--- config.mk ---
export PLATFORM = sky130hd
export DESIGN_NAME = mem_dump_streamer
export DESIGN_NICKNAME = d
export VERILOG_FILES = /design/src/rtl/mem_dump_streamer.sv
export SDC_FILE = /design/constraint.sdc
export NUM_CORES = 1
export LEC_CHECK = 0
export CORE_MARGIN = 5
export CORE_UTILIZATION = 48
export DETAILED_ROUTE_END_ITERATION = 7
export PLACE_DENSITY_LB_ADDON = 0.08
export SLEW_MARGIN = 20
export SYNTH_ARGS = -nofsm -noshare
export SYNTH_HDL_FRONTEND = slang
export SYNTH_SLANG_ARGS = --single-unit
--- constraint.sdc ---
create_clock -name i_clk -period 2.4 [get_ports i_clk]
set_clock_uncertainty 0.2 [all_clocks]
set_input_delay 0.24 -clock i_clk [delete_from_list [all_inputs] [get_ports i_clk]]
set_output_delay 0.24 -clock i_clk [all_outputs]
set_load 0.01 [all_outputs]
--- src/rtl/mem_dump_streamer.sv ---
// mem_dump_streamer
//
// Debug memory dump engine. On i_start it walks a range of 32-bit
// data-memory words through the debug read port and captures each word.
// It then sends the captured word as four bytes, least-significant byte
// first, to the debug UART transmitter.
//
// Handshake: a byte moves on every rising edge where o_tx_valid and
// i_tx_ready are both high. Once o_tx_valid rises, o_tx_valid and o_tx_data
// stay stable until that handshake, an abort or a reset. o_tx_valid is
// decoded from registered state only, so it never depends on i_tx_ready.
//
// Ports:
//   i_clk, i_reset_n  clock; asynchronous active-low reset
//   i_start           dump request, sampled only while idle
//   i_abort           synchronous abort, returns to idle from any state
//   i_base_addr       first byte address (bits [1:0] ignored)
//   i_num_words       number of words to dump (0 = empty dump)
//   o_du_mem_addr     registered debug read address
//   i_du_mem_data     combinational read data {m[a+3],m[a+2],m[a+1],m[a]}
//   o_tx_data         byte to transmitter
//   o_tx_valid        o_tx_data valid
//   i_tx_ready        transmitter ready
//   o_busy            high while loading, sending or completing
//   o_done            one-cycle completion pulse (not raised on abort)
module mem_dump_streamer #(
  parameter int ADDR_W = 8
) (
  input  logic              i_clk,
  input  logic              i_reset_n,
  input  logic              i_start,
  input  logic              i_abort,
  input  logic [ADDR_W-1:0] i_base_addr,
  input  logic [ADDR_W-2:0] i_num_words,
  output logic [ADDR_W-1:0] o_du_mem_addr,
  input  logic [31:0]       i_du_mem_data,
  output logic [7:0]        o_tx_data,
  output logic              o_tx_valid,
  input  logic              i_tx_ready,
  output logic              o_busy,
  output logic              o_done
);

  localparam logic [1:0] IDLE = 2'd0;
  localparam logic [1:0] LOAD = 2'd1;
  localparam logic [1:0] SEND = 2'd2;
  localparam logic [1:0] DONE = 2'd3;

  logic [1:0]        state;
  logic [ADDR_W-1:0] addr;
  logic [ADDR_W-2:0] remaining;
  logic [31:0]       word;
  logic [1:0]        idx;

  logic handshake;
  logic last_byte;
  logic last_word;

  assign handshake = (state == SEND) && i_tx_ready;
  assign last_byte = (idx == 2'd3);
  assign last_word = (remaining == (ADDR_W-1)'(1));

  always_ff @(posedge i_clk or negedge i_reset_n) begin
    if (!i_reset_n) begin
      state     <= IDLE;
      addr      <= '0;
      remaining <= '0;
      word      <= '0;
      idx       <= '0;
    end else if (i_abort) begin
      // Abort wins over every transition. A byte handshaking in this same
      // cycle has already been taken by the transmitter, so nothing to undo.
      state <= IDLE;
    end else begin
      case (state)
        IDLE: begin
          if (i_start) begin
            if (i_num_words != '0) begin
              // Word-align by masking the two low address bits.
              addr      <= i_base_addr & ~ADDR_W'(3);
              remaining <= i_num_words;
              state     <= LOAD;
            end else begin
              state <= DONE;
            end
          end
        end
        LOAD: begin
          // Capture the whole word now; later memory writes cannot tear it.
          word  <= i_du_mem_data;
          idx   <= 2'd0;
          state <= SEND;
        end
        SEND: begin
          if (handshake) begin
            if (!last_byte) begin
              idx <= idx + 2'd1;
            end else if (!last_word) begin
              remaining <= remaining - (ADDR_W-1)'(1);
              // Address wraps modulo the memory size.
              addr      <= addr + ADDR_W'(4);
              state     <= LOAD;
            end else begin
              state <= DONE;
            end
          end
        end
        DONE: begin
          state <= IDLE;
        end
        default: begin
          state <= IDLE;
        end
      endcase
    end
  end

  assign o_du_mem_addr = addr;
  assign o_tx_data     = word[{idx, 3'b000} +: 8];
  assign o_tx_valid    = (state == SEND);
  assign o_busy        = (state != IDLE);
  assign o_done        = (state == DONE);

endmodule

== Word level (Yosys, flattened, before mapping) ==
Index checks and enable logic that the tools add are counted.

* Register bits after elaboration: 51
* Input port bits: 52
* Output and inout bits: 19
* Logic and storage cells: 56

* $add $sub $neg: 3
* Equal/unequal tests: 14
* Shift operators: 1
* Muxes and demuxes: 22
* Bitwise operators: 1
* Reductions and logical operators: 10

{| class="wikitable"
|+ Operators by type and width
! operator !! number
|-
| 8-bit two-way mux || 5
|-
| 7-bit two-way mux || 5
|-
| 32-bit by 6-bit variable part select with 8-bit output || 1
|-
| 2-bit two-way mux || 8
|-
| 8-bit case mux with 2 select lines || 1
|-
| 7-bit case mux with 2 select lines || 1
|-
| 8-bit by 3-bit adder with 8-bit output, second input constant || 1
|-
| 2-bit != test, second input constant || 4
|-
| 2-bit case mux with 4 select lines || 1
|-
| 7-bit by 1-bit == test with 1-bit output, second input constant || 1
|-
| 7-bit AND reduction || 1
|-
| 7-bit nonzero test || 1
|-
| 7-bit by 1-bit subtractor with 7-bit output, second input constant || 1
|-
| 2-bit == test, second input constant || 3
|-
| 3-bit by 2-bit != test with 1-bit output, second input constant || 2
|-
| 2-bit nonzero test || 3
|-
| 2-bit by 1-bit != test with 1-bit output, second input constant || 2
|-
| 2-bit case mux with 2 select lines || 1
|-
| 4-bit AND reduction || 1
|-
| 3-bit != test, second input constant || 1
|-
| 3-bit AND reduction || 1
|-
| 2-bit by 1-bit adder with 2-bit output, second input constant || 1
|-
| 2-bit by 1-bit == test with 1-bit output, second input constant || 1
|-
| 2-bit zero test || 1
|-
| 3 further kinds || 3
|}

== Longest topological paths before layout ==
Gate-level depths: netlist (run 1).

* Depth after elaboration: 6
* Depth in mapped cells: 7

== Worst setup path after synthesis (run 1) ==
Ideal clock, no wire load.

* Path kind: reg2reg
* Start point: reg state[0]
* End point: reg addr[3], in the netlist o_du_mem_addr[3]
* Setup time: 0.125 ns
* Data arrival time: 1.413 ns
* Path slack: 0.662 ns
* Cell stages (with the launch flop): 5
* Clock period less this slack: 1.738 ns
* Cell sequence: dfrtp_1 > or2_1 > nand3b_2 > nand3_4 > mux2_4

* Word-level cells in the longest chain between the ends: 4

{| class="wikitable"
|+ RTL lines
! item !! RTL line !! source
|-
| start, declared || 49 || <nowiki>logic [1:0] state;</nowiki>
|-
| start signal, assigned || 65 || <nowiki>state <= IDLE;</nowiki>
|-
| start signal, assigned || 73 || <nowiki>state <= IDLE;</nowiki>
|-
| start signal, assigned || 82 || <nowiki>state <= LOAD;</nowiki>
|-
| 2-bit == test || 59, 75 ||
|-
| 1-bit logical AND || 59 || <nowiki>assign handshake = (state == SEND) && i_tx_ready;</nowiki>
|-
| 2-bit by 1-bit != test with 1-bit output (no source line) || n/a ||
|-
| 7-bit AND reduction (no source line) || n/a ||
|-
| end signal, assigned || 80 || <nowiki>addr <= i_base_addr & ~ADDR_W'(3);</nowiki>
|-
| end signal, assigned || 101 || <nowiki>addr <= addr + ADDR_W'(4);</nowiki>
|-
| end, declared || 50 || <nowiki>logic [ADDR_W-1:0] addr;</nowiki>
|}

Parallel ways exist; a longest one is shown, timed or not.
A chain may end at the register's enable or synchronous reset.

== Worst setup path in the final report (run 1) ==
* Start point: reg idx[0]
* End point: out o_tx_data[3]

* Word-level cells in the longest chain between the ends: 1

{| class="wikitable"
|+ RTL lines
! item !! RTL line !! source
|-
| start, declared || 53 || <nowiki>logic [1:0] idx;</nowiki>
|-
| start signal, assigned || 97 || <nowiki>idx <= idx + 2'd1;</nowiki>
|-
| 32-bit by 6-bit variable part select with 8-bit output || 119 || <nowiki>assign o_tx_data = word[{idx, 3'b000} +: 8];</nowiki>
|-
| end, declared || 37 || <nowiki>output logic [7:0] o_tx_data,</nowiki>
|}

Every way passes these cells.

==> impl_metrics.py, run 1 <==
metrics = {
    "logic_synthesis": {
        "synth_top_family_by_area": "multiplexers",
        "synth_edf_count": 0,
        "synth_compound_area_share_pct": 11.6,
        "synth_cell_types": 47,
        "ys_warn_count": 0,
        "synthCells": 207,
        "netlist_area_sq_mm": 0.00255,
        "muxShareOfSynthArea_pct": 22.6,
        "async_reset_ff_share_pct": 100,
        "yosysSeqAreaShare_pct": 48.2,
        "yosys.area_share.adder_pct": 1.97,
        "avgSynthCellArea_sq_um": 12.3,
        "ys_seq_elements": 49,
        "synthSimpleGateAreaFrac_pct": 11.1,
        "synthFlopType": "dfrtp_1",
        "synth_xor_area_share_pct": 0,
    },
    "place": {
        "place.gp.congestion": 0.831,
        "dp_hpwl_mm": 3.96,
        "dp.cells": 341,
        "io_buffers": 66,
    },
    "cells_and_area": {
        "syn_to_final_growth_pct": 34.9,
        "fin_nets": 335,
        "fill_cells": 444,
        "layout_common_cells": "65 x clkdlybuf4s50_1, 49 x dfrtp_1, 32 x mux2_2",
        "layout_commonest_cell": "clkdlybuf4s50_1",
        "multi_input_area_sq_mm": 0.00121,
        "drive_gt1_share_pct": 24.6,
        "antenna_cells": 0,
        "fin_cells": 350,
        "seq_area_sq_mm": 0.00123,
    },
    "floorplan": {
        "core_sq_mm": 0.00514,
        "initial_utilization_pct": 49.5,
        "pin_count": 71,
        "rows": 26,
        "die_y_um": 82.8,
        "die_x_um": 82.8,
        "dieArea_sq_mm": 0.00686,
    },
    "route": {
        "first_iter_violations": 73,
        "vias_per_cell": 5.48,
        "wl_per_cell_um": 15.3,
        "drc": 0,
        "firstDrtPassIters": 4,
        "dr_total_vias": 1917,
        "ant_nets": 0,
        "finalWirelength_mm": 5.37,
    },
    "sta": {
        "post-route-period-util_pct": 96.1,
        "grt_setup_unrepaired": "false",
        "fmaxAchievable_ghz": 0.434,
        "max_slew_margin_pct": 62.8,
        "setup_violations": 0,
        "hold_viol": 0,
        "tightest_slew_ns": 0.558,
        "slew_violations": 0,
        "period_minus_slack_ns": 2.31,
        "fin_setup_tns_ns": 0,
    },
    "run_status": {
        "status": "finished, final reports clean",
    },
    "run": {
        "drv_cap": 0,
    },
    "worst_setup_path": {
        "critPathCaptureType": "primary output",
        "path_class": "reg -> out",
        "ff2ff_setup_slack_ns": 0.43,
        "critPathLaunchType": "flop",
        "critical_path_arrival_ns": 1.87,
        "worstPathMaxFanout": 9,
        "required_ns": 1.96,
    },
    "min_path": {
        "hold_path_class": "in -> async",
    },
    "pwr": {
        "p_leak_nw": 1.37,
        "power_density_mw_per_mm2": 722,
        "p_total_w": 0.00248,
        "ir_worst_vdd_mv": 0.358,
    },
    "clock_tree": {
        "htreeDepth": 2,
        "root_buffer": "clkbuf_8",
        "clk_path_buf_depth": 2,
        "clock_latency_ns": 0.29,
        "cts_setup_buffers": 0,
        "cts_sinks": 49,
        "tritoncts": "yes",
        "path_clk_slew_ns": 0.08,
        "numCtsBuffers": 5,
    },
    "global_routing": {
        "antenna_found_initial": 0,
        "track_usage_pct": 16.0,
        "grt_use_met1_pct": 21.5,
        "gr-total-overflow": 0,
        "grt_pass1_wl_mm": 9.18,
        "grt_max_degree": 33,
        "use_met2_pct": 25.6,
        "grt.busiest_layer": "met2",
        "use_met3_pct": 4.55,
        "grt_pass1_vias": 1919,
    },
}
==> stage by stage <==
stage | utilization, % | worst slack, ns | area [sq um] | hold slack [ns]
after detailed placement | 64.6 | 0.217 | 3320 | 0.0571
after CTS | 66.7 | 0.0369 | 3430 | 0.267
after global routing | 66.8 | 0.00535 | 3440 | 0.309
after floorplan | - | 0.662 | 2550 | -0.256
after global placement | 64.6 | 0.261 | 3320 | 0.0576
final | 66.8 | 0.0946 | 3440 | 0.262
==> worst max-delay path, stage by stage, from the launching register on <==
cell	delay, ns
dfrtp_1	0.38
buf_6	0.19
mux4_2	0.51
clkdlybuf4s50_1	0.50
==> what timing repair did <==
item,in CTS,in global routing
setup endpoints to repair,0,9
endpoints found under the hold margin,22,0
gates resized for setup,0,2
hold buffers,1,0
==> area by class of cell <==
class / count / area share, %
tap: 70 / 2.55
sequential: 49 / 35.7
multi-input combinational: 137 / 35.3
timing repair buffer: 78 / 22.6
clock buffer: 7 / 2.80
inverter: 8 / 0.910
clock inverter: 1 / 0.146
==> per-layer routing <==
layer  routed length, um  share of wire [%]  vias to the layer above
li1                    -                  -                      912
met1                2450                 46                      923
met2                2530                 47                       76
met3                 343                6.4                        6
met4                  48               0.89                        0
met5                   0                  0                        -
==> cells by family (layout without fill, tap and decap cells) <==
group | after synthesis | count (layout)
flops | 49 | 49
buf+inv | 22 | 94
compound gates | 41 | 41
mux | 43 | 43
other cells | 1 | 2
simple gates | 47 | 47
fa+ha+maj | 4 | 4
==> cells in the mapped netlist (2+ instances only) <==
master | count | area, sq um
a21oi_1 | 7 | 35.0
a22o_1 | 2 | 17.5
a31oi_1 | 5 | 31.3
a41oi_1 | 3 | 26.3
and2_1 | 2 | 12.5
buf_2 | 8 | 40.0
buf_4 | 5 | 37.5
dfrtp_1 | 49 | 1230
ha_1 | 4 | 50.1
inv_1 | 7 | 26.3
mux2_2 | 32 | 360
mux2i_1 | 2 | 20.0
mux4_2 | 8 | 180
nand2_1 | 11 | 41.3
nand2b_1 | 3 | 18.8
nand3_1 | 8 | 40.0
nand4_1 | 2 | 12.5
nor2_1 | 3 | 11.3
nor3_1 | 4 | 20.0
nor4_1 | 2 | 12.5
o21ai_0 | 6 | 30.0
o22ai_1 | 2 | 12.5
o2bb2ai_1 | 6 | 52.6
or3_1 | 3 | 18.8
==> report_power, final <==
part           internal (W)  switching [W]  leakage [nW]  total (W)
Combinational      0.000500       0.000284         0.734   0.000784
Clock              0.000260       0.000249        0.0542   0.000510
Sequential          0.00104       0.000149         0.586    0.00119
Total               0.00180       0.000682          1.37    0.00248
==> state kept, by name, summed over array words and instances, names as in the netlist <==
name and cells:
state 2, word 32, remaining 7, o_du_mem_addr 6, idx 2
==> worst paths after layout <==
check,depth (start not counted),endpoint,startpoint
max,3,o_tx_data[3],idx[0]
min,2,word[11],i_reset_n
max reg2reg,6,state[1],state[0]
min reg2reg,1,word[22],word[22]
max in group asynchronous,3,word[23],i_reset_n
min in group i_clk,1,word[22],word[22]
(Power assumes the default switching activity.)
==> inputs of run 2 (changes only) <==
CORE_MARGIN = 3   (was 5)
==> run 2 against run 1 <==
Wire length up 4.6%. Design area is 0.55% higher. Sequential cell count stayed put. Global-route usage is 3.5 points higher. Worst setup slack better by 0.0044 ns. Critical endpoint unchanged. Largest cell class unchanged. Largest power group unchanged. Highest routed layer unchanged.
==> impl_metrics.py, run 2 (same netlist as run 1, synthesis figures left out) <==
metrics = {
    "run_status": {
        "status": "finished, final reports clean",
    },
    "sta": {
        "max_slew_margin_pct": 60.3,
        "grt_setup_unrepaired": "false",
        "hold_viol": 0,
        "whs_ns": 0.280,
        "fin_setup_tns_ns": 0,
        "fmaxAchievable_ghz": 0.435,
        "setup_violations": 0,
        "tightest_slew_ns": 0.596,
        "period_minus_slack_ns": 2.30,
        "slew_violations": 0,
        "post-route-period-util_pct": 95.9,
        "setup_ws_ns": 0.0990,
    },
    "place": {
        "place_ws_ns": 0.185,
        "dp_hpwl_mm": 4.04,
        "place.gp.congestion": 0.856,
        "io_buffers": 66,
    },
    "route": {
        "first_iter_violations": 89,
        "vias_per_cell": 5.52,
        "dr_total_vias": 1928,
        "firstDrtPassIters": 4,
        "ant_nets": 0,
        "drc": 0,
        "finalWirelength_mm": 5.61,
        "wl_per_cell_um": 16.1,
    },
    "clock_tree": {
        "clk_path_buf_depth": 2,
        "cts_sinks": 49,
        "path_clk_slew_ns": 0.09,
        "numCtsBuffers": 5,
        "root_buffer": "clkbuf_8",
        "clock_latency_ns": 0.30,
        "tritoncts": "yes",
        "htreeDepth": 2,
    },
    "cells_and_area": {
        "layout_commonest_cell": "clkdlybuf4s50_1",
        "syn_to_final_growth_pct": 35.7,
        "largest_register": "word",
        "fin_nets": 337,
        "largest_register_ffs": 32,
        "layout_common_cells": "65 x clkdlybuf4s50_1, 48 x dfrtp_1, 32 x mux2_2",
        "drive_gt1_share_pct": 25.5,
        "antenna_cells": 0,
    },
    "floorplan": {
        "core_sq_mm": 0.00491,
        "die_y_um": 78.8,
        "initial_utilization_pct": 51.8,
        "die_x_um": 78.8,
        "pin_count": 71,
        "dieArea_sq_mm": 0.00621,
        "rows": 25,
    },
    "global_routing": {
        "grt.busiest_layer": "met2",
        "use_met2_pct": 34.3,
        "use_met3_pct": 3.29,
        "grt_pass1_wl_mm": 9.47,
        "grt_pass1_vias": 1969,
        "grt_max_degree": 33,
        "grt_use_met1_pct": 24.3,
        "track_usage_pct": 19.5,
        "antenna_found_initial": 0,
        "gr-total-overflow": 0,
    },
    "pwr": {
        "power_density_mw_per_mm2": 750,
        "ir_worst_vdd_mv": 0.340,
        "p_leak_nw": 1.38,
    },
    "worst_setup_path": {
        "critPathCaptureType": "primary output",
        "critPathLaunchType": "flop",
        "required_ns": 1.96,
        "worstPathMaxFanout": 7,
        "path_class": "reg -> out",
        "critical_path_arrival_ns": 1.86,
    },
    "run": {
        "drv_cap": 0,
    },
    "min_path": {
        "hold_path_class": "in -> async",
    },
}
-- run 2: critical path: stages, from the launching register on --
cell             delay, ns
dfrtp_2               0.40
buf_6                 0.17
mux4_2                0.51
clkdlybuf4s50_1       0.49
-- run 2: metrics by stage --
stage / util [%] / area [sq um] / power [W] / std cells
after floorplan: - / 2550 / 0.00162 / 208
after global placement: 67.4 / 3310 / 0.00197 / 339
after detailed placement: 67.4 / 3310 / 0.00199 / 339
after CTS: 70.2 / 3450 / 0.00261 / 348
after global routing: 70.3 / 3450 / 0.00274 / 349
final: 70.3 / 3450 / 0.00259 / 349
-- run 2: layer usage --
layer  up-vias  routed length, um
met5         -                  0
met4         0                 84
met3         7                236
met2        56               2860
met1       950               2430
li1        915                  -
-- run 2: final timing paths --
kind	start	endpoint	slack, ns	depth (start not counted)
worst max-delay path	idx[0]	o_tx_data[3]	0.1	3
max in group asynchronous	i_reset_n	word[19]	1.09	3
worst min-delay path	i_reset_n	word[30]	0.28	2
min in group i_clk	word[19]	word[19]	0.31	1
worst max register to register	state[0]	state[1]	0.37	6
worst min register to register	word[19]	word[19]	0.31	1
-- run 2: power breakdown --
part | internal, W | switching, W | total, W
Combinational | 0.000500 | 0.000285 | 0.000786
Clock | 0.000339 | 0.000278 | 0.000617
Sequential | 0.00104 | 0.000149 | 0.00119
Total | 0.00188 | 0.000713 | 0.00259
-- run 2: area by class of cell --
cell class	instances	area, sq um
multi-input combinational	137	1210
clock inverter	2	37.5
tap	67	83.8
sequential	49	1230
inverter	8	31.3
clock buffer	6	82.6
fill	379	1460
timing repair buffer	80	779
-- run 2: repair_timing --
action	in CTS	in global routing
hold buffers	1	0
cloned	0	0
setup endpoints to repair	7	5
gates resized for setup	2	1
setup buffers	0	1
hold endpoints to repair	25	0
pin swaps	0	0
==> inputs of run 3 (changes only) <==
PLACE_DENSITY = 0.8   (was not set)
PLACE_DENSITY_LB_ADDON = not set   (was 0.08)
==> run 3 against run 2 <==
Die area is the same. Largest power group unchanged. Core utilization fell by 1.2 points. Worst hold slack better by 0.029 ns.
==> impl_metrics.py, run 3 (same netlist as run 1, synthesis figures left out) <==
metrics = {
    "sta": {
        "post-route-period-util_pct": 96.2,
        "period_minus_slack_ns": 2.31,
        "grt_setup_unrepaired": "false",
        "slew_violations": 0,
        "whs_ns": 0.309,
        "setup_violations": 0,
        "fin_setup_tns_ns": 0,
        "max_slew_margin_pct": 59.6,
        "hold_viol": 0,
        "fmaxAchievable_ghz": 0.433,
        "tightest_slew_ns": 0.606,
    },
    "worst_setup_path": {
        "critPathLaunchType": "flop",
        "path_class": "reg -> out",
        "worstPathMaxFanout": 20,
        "ff2ff_setup_slack_ns": 0.38,
        "crit_start": "state[0]",
        "r2r_end": "remaining[1]",
        "critPathCaptureType": "primary output",
        "critical_path_arrival_ns": 1.87,
        "critPathCapture": "o_tx_valid",
        "timing.rr.start": "state[0]",
        "required_ns": 1.96,
        "worstRegToRegCells": 6,
    },
    "cells_and_area": {
        "finalInstanceArea_sq_mm": 0.00340,
        "largest_register": "word",
        "antenna_cells": 0,
        "largest_register_ffs": 32,
        "layout_common_cells": "63 x clkdlybuf4s50_1, 49 x dfrtp_1, 32 x mux2_2",
        "drive_gt1_share_pct": 24.0,
        "layout_commonest_cell": "clkdlybuf4s50_1",
        "fin_nets": 334,
        "syn_to_final_growth_pct": 33.4,
        "fin_cells": 346,
    },
    "route": {
        "dr_total_vias": 1896,
        "wl_per_cell_um": 16.5,
        "vias_per_cell": 5.48,
        "ant_nets": 0,
        "first_iter_violations": 100,
        "firstDrtPassIters": 4,
        "drc": 0,
        "finalWirelength_mm": 5.70,
    },
    "run_status": {
        "status": "finished, final reports clean",
    },
    "floorplan": {
        "die_x_um": 78.8,
        "dieArea_sq_mm": 0.00621,
        "rows": 25,
        "core_sq_mm": 0.00491,
        "pin_count": 71,
        "die_y_um": 78.8,
        "initial_utilization_pct": 51.8,
    },
    "pwr": {
        "p_total_w": 0.00247,
        "p_sw_share_pct": 29.4,
        "p_clk_share_pct": 19.5,
        "p_leak_nw": 1.38,
        "pwr-share-comb_pct": 31.8,
        "power.internal_w": 0.00174,
        "ir_worst_vdd_mv": 0.451,
        "pwr-share-seq_pct": 48.7,
        "power_density_mw_per_mm2": 726,
        "power_switching_w": 0.000724,
    },
    "clock_tree": {
        "clock_latency_ns": 0.29,
        "tritoncts": "yes",
        "root_buffer": "clkbuf_8",
        "clk_path_buf_depth": 2,
        "cts_sinks": 49,
        "path_clk_slew_ns": 0.09,
        "cts_setup_buffers": 0,
        "htreeDepth": 2,
        "numCtsBuffers": 5,
    },
    "global_routing": {
        "gr-total-overflow": 0,
        "grt_max_degree": 50,
        "grt_pass1_wl_mm": 9.20,
        "antenna_found_initial": 0,
        "track_usage_pct": 19.1,
        "grt_pass1_vias": 1854,
    },
    "run": {
        "drv_cap": 0,
    },
    "place": {
        "placed_area_sq_mm": 0.00330,
        "io_buffers": 66,
        "dp.cells": 337,
        "dp_hpwl_mm": 4.16,
        "place.gp.congestion": 0.877,
    },
    "min_path": {
        "hold_path_class": "reg -> reg",
    },
}
## run 3: cell count changes in the layout (fill, tap and decap cells not counted)
cell             previous run  this run
clkbuf_1                    0         1
clkinvlp_4                  1         0
dfrtp_2                     1         0
dfrtp_1                    48        49
buf_6                       1         0
inv_2                       0         1
dlymetal6s2s_1              0         2
inv_6                       0         1
clkdlybuf4s50_1            65        63
clkbuf_8                    6         5
bufinv_16                   1         0
buf_4                      11         9
## run 3: how the worst min path moves through the flow
stage,start,slack (ns),depth (start not counted),endpoint
2_1_floorplan,i_reset_n,-0.26,0,idx[0]
3_3_place_gp,i_reset_n,0.18,2,remaining[1]
3_5_place_dp,i_reset_n,0.18,2,remaining[2]
4_1_cts,word[24],0.32,1,word[24]
5_1_grt,i_du_mem_data[18],0.33,2,word[18]
6_report,word[29],0.31,1,word[29]
## run 3: repair_timing
item | in CTS | in global routing
endpoints found under the setup margin | 0 | 2
hold buffers | 1 | 0
endpoints found under the hold margin | 49 | 0
resized for setup | 0 | 2
## run 3: power by group through the flow
stage,sequential [W],clock [W],combinational [W]
final,0.00120,0.000481,0.000784
after global routing,0.00123,0.000536,0.000847
after CTS,0.00120,0.000502,0.000798
after detailed placement,0.00121,0,0.000791
after global placement,0.00119,0,0.000770
after floorplan,0.00117,0,0.000448
## run 3: layout make-up
| class | instances | area, sq um |
|---|---|---|
| Sequential cell | 49 | 1230 |
| Multi-Input combinational cell | 137 | 1210 |
| Fill cell | 389 | 1510 |
| Clock buffer | 6 | 72.6 |
| Tap cell | 67 | 83.8 |
| Timing Repair Buffer | 77 | 758 |
| Inverter | 8 | 30.0 |
| Clock inverter | 2 | 13.8 |
## run 3: through the flow
stage	setup WS, ns	utilization [%]
4_1_cts	0.0550	69.1
6_report	0.0920	69.2
3_3_place_gp	0.151	67.1
2_1_floorplan	0.662	-
5_1_grt	0.0146	69.2
3_5_place_dp	0.175	67.1
## run 3: routing by layer
| layer | vias up | track usage (%) | wire length (um) |
|---|---|---|---|
| li1 | 912 | - | - |
| met1 | 930 | 26.0 | 2510 |
| met2 | 50 | 30.8 | 2880 |
| met3 | 4 | 4.65 | 261 |
| met4 | 0 | 5.15 | 46 |
| met5 | - | 0 | 0 |
## run 3: worst max-delay path, stage by stage (launching register included)
cell	delay (ns)
dfrtp_1	0.48
nand2b_1	0.21
inv_2	0.27
clkdlybuf4s50_1	0.60
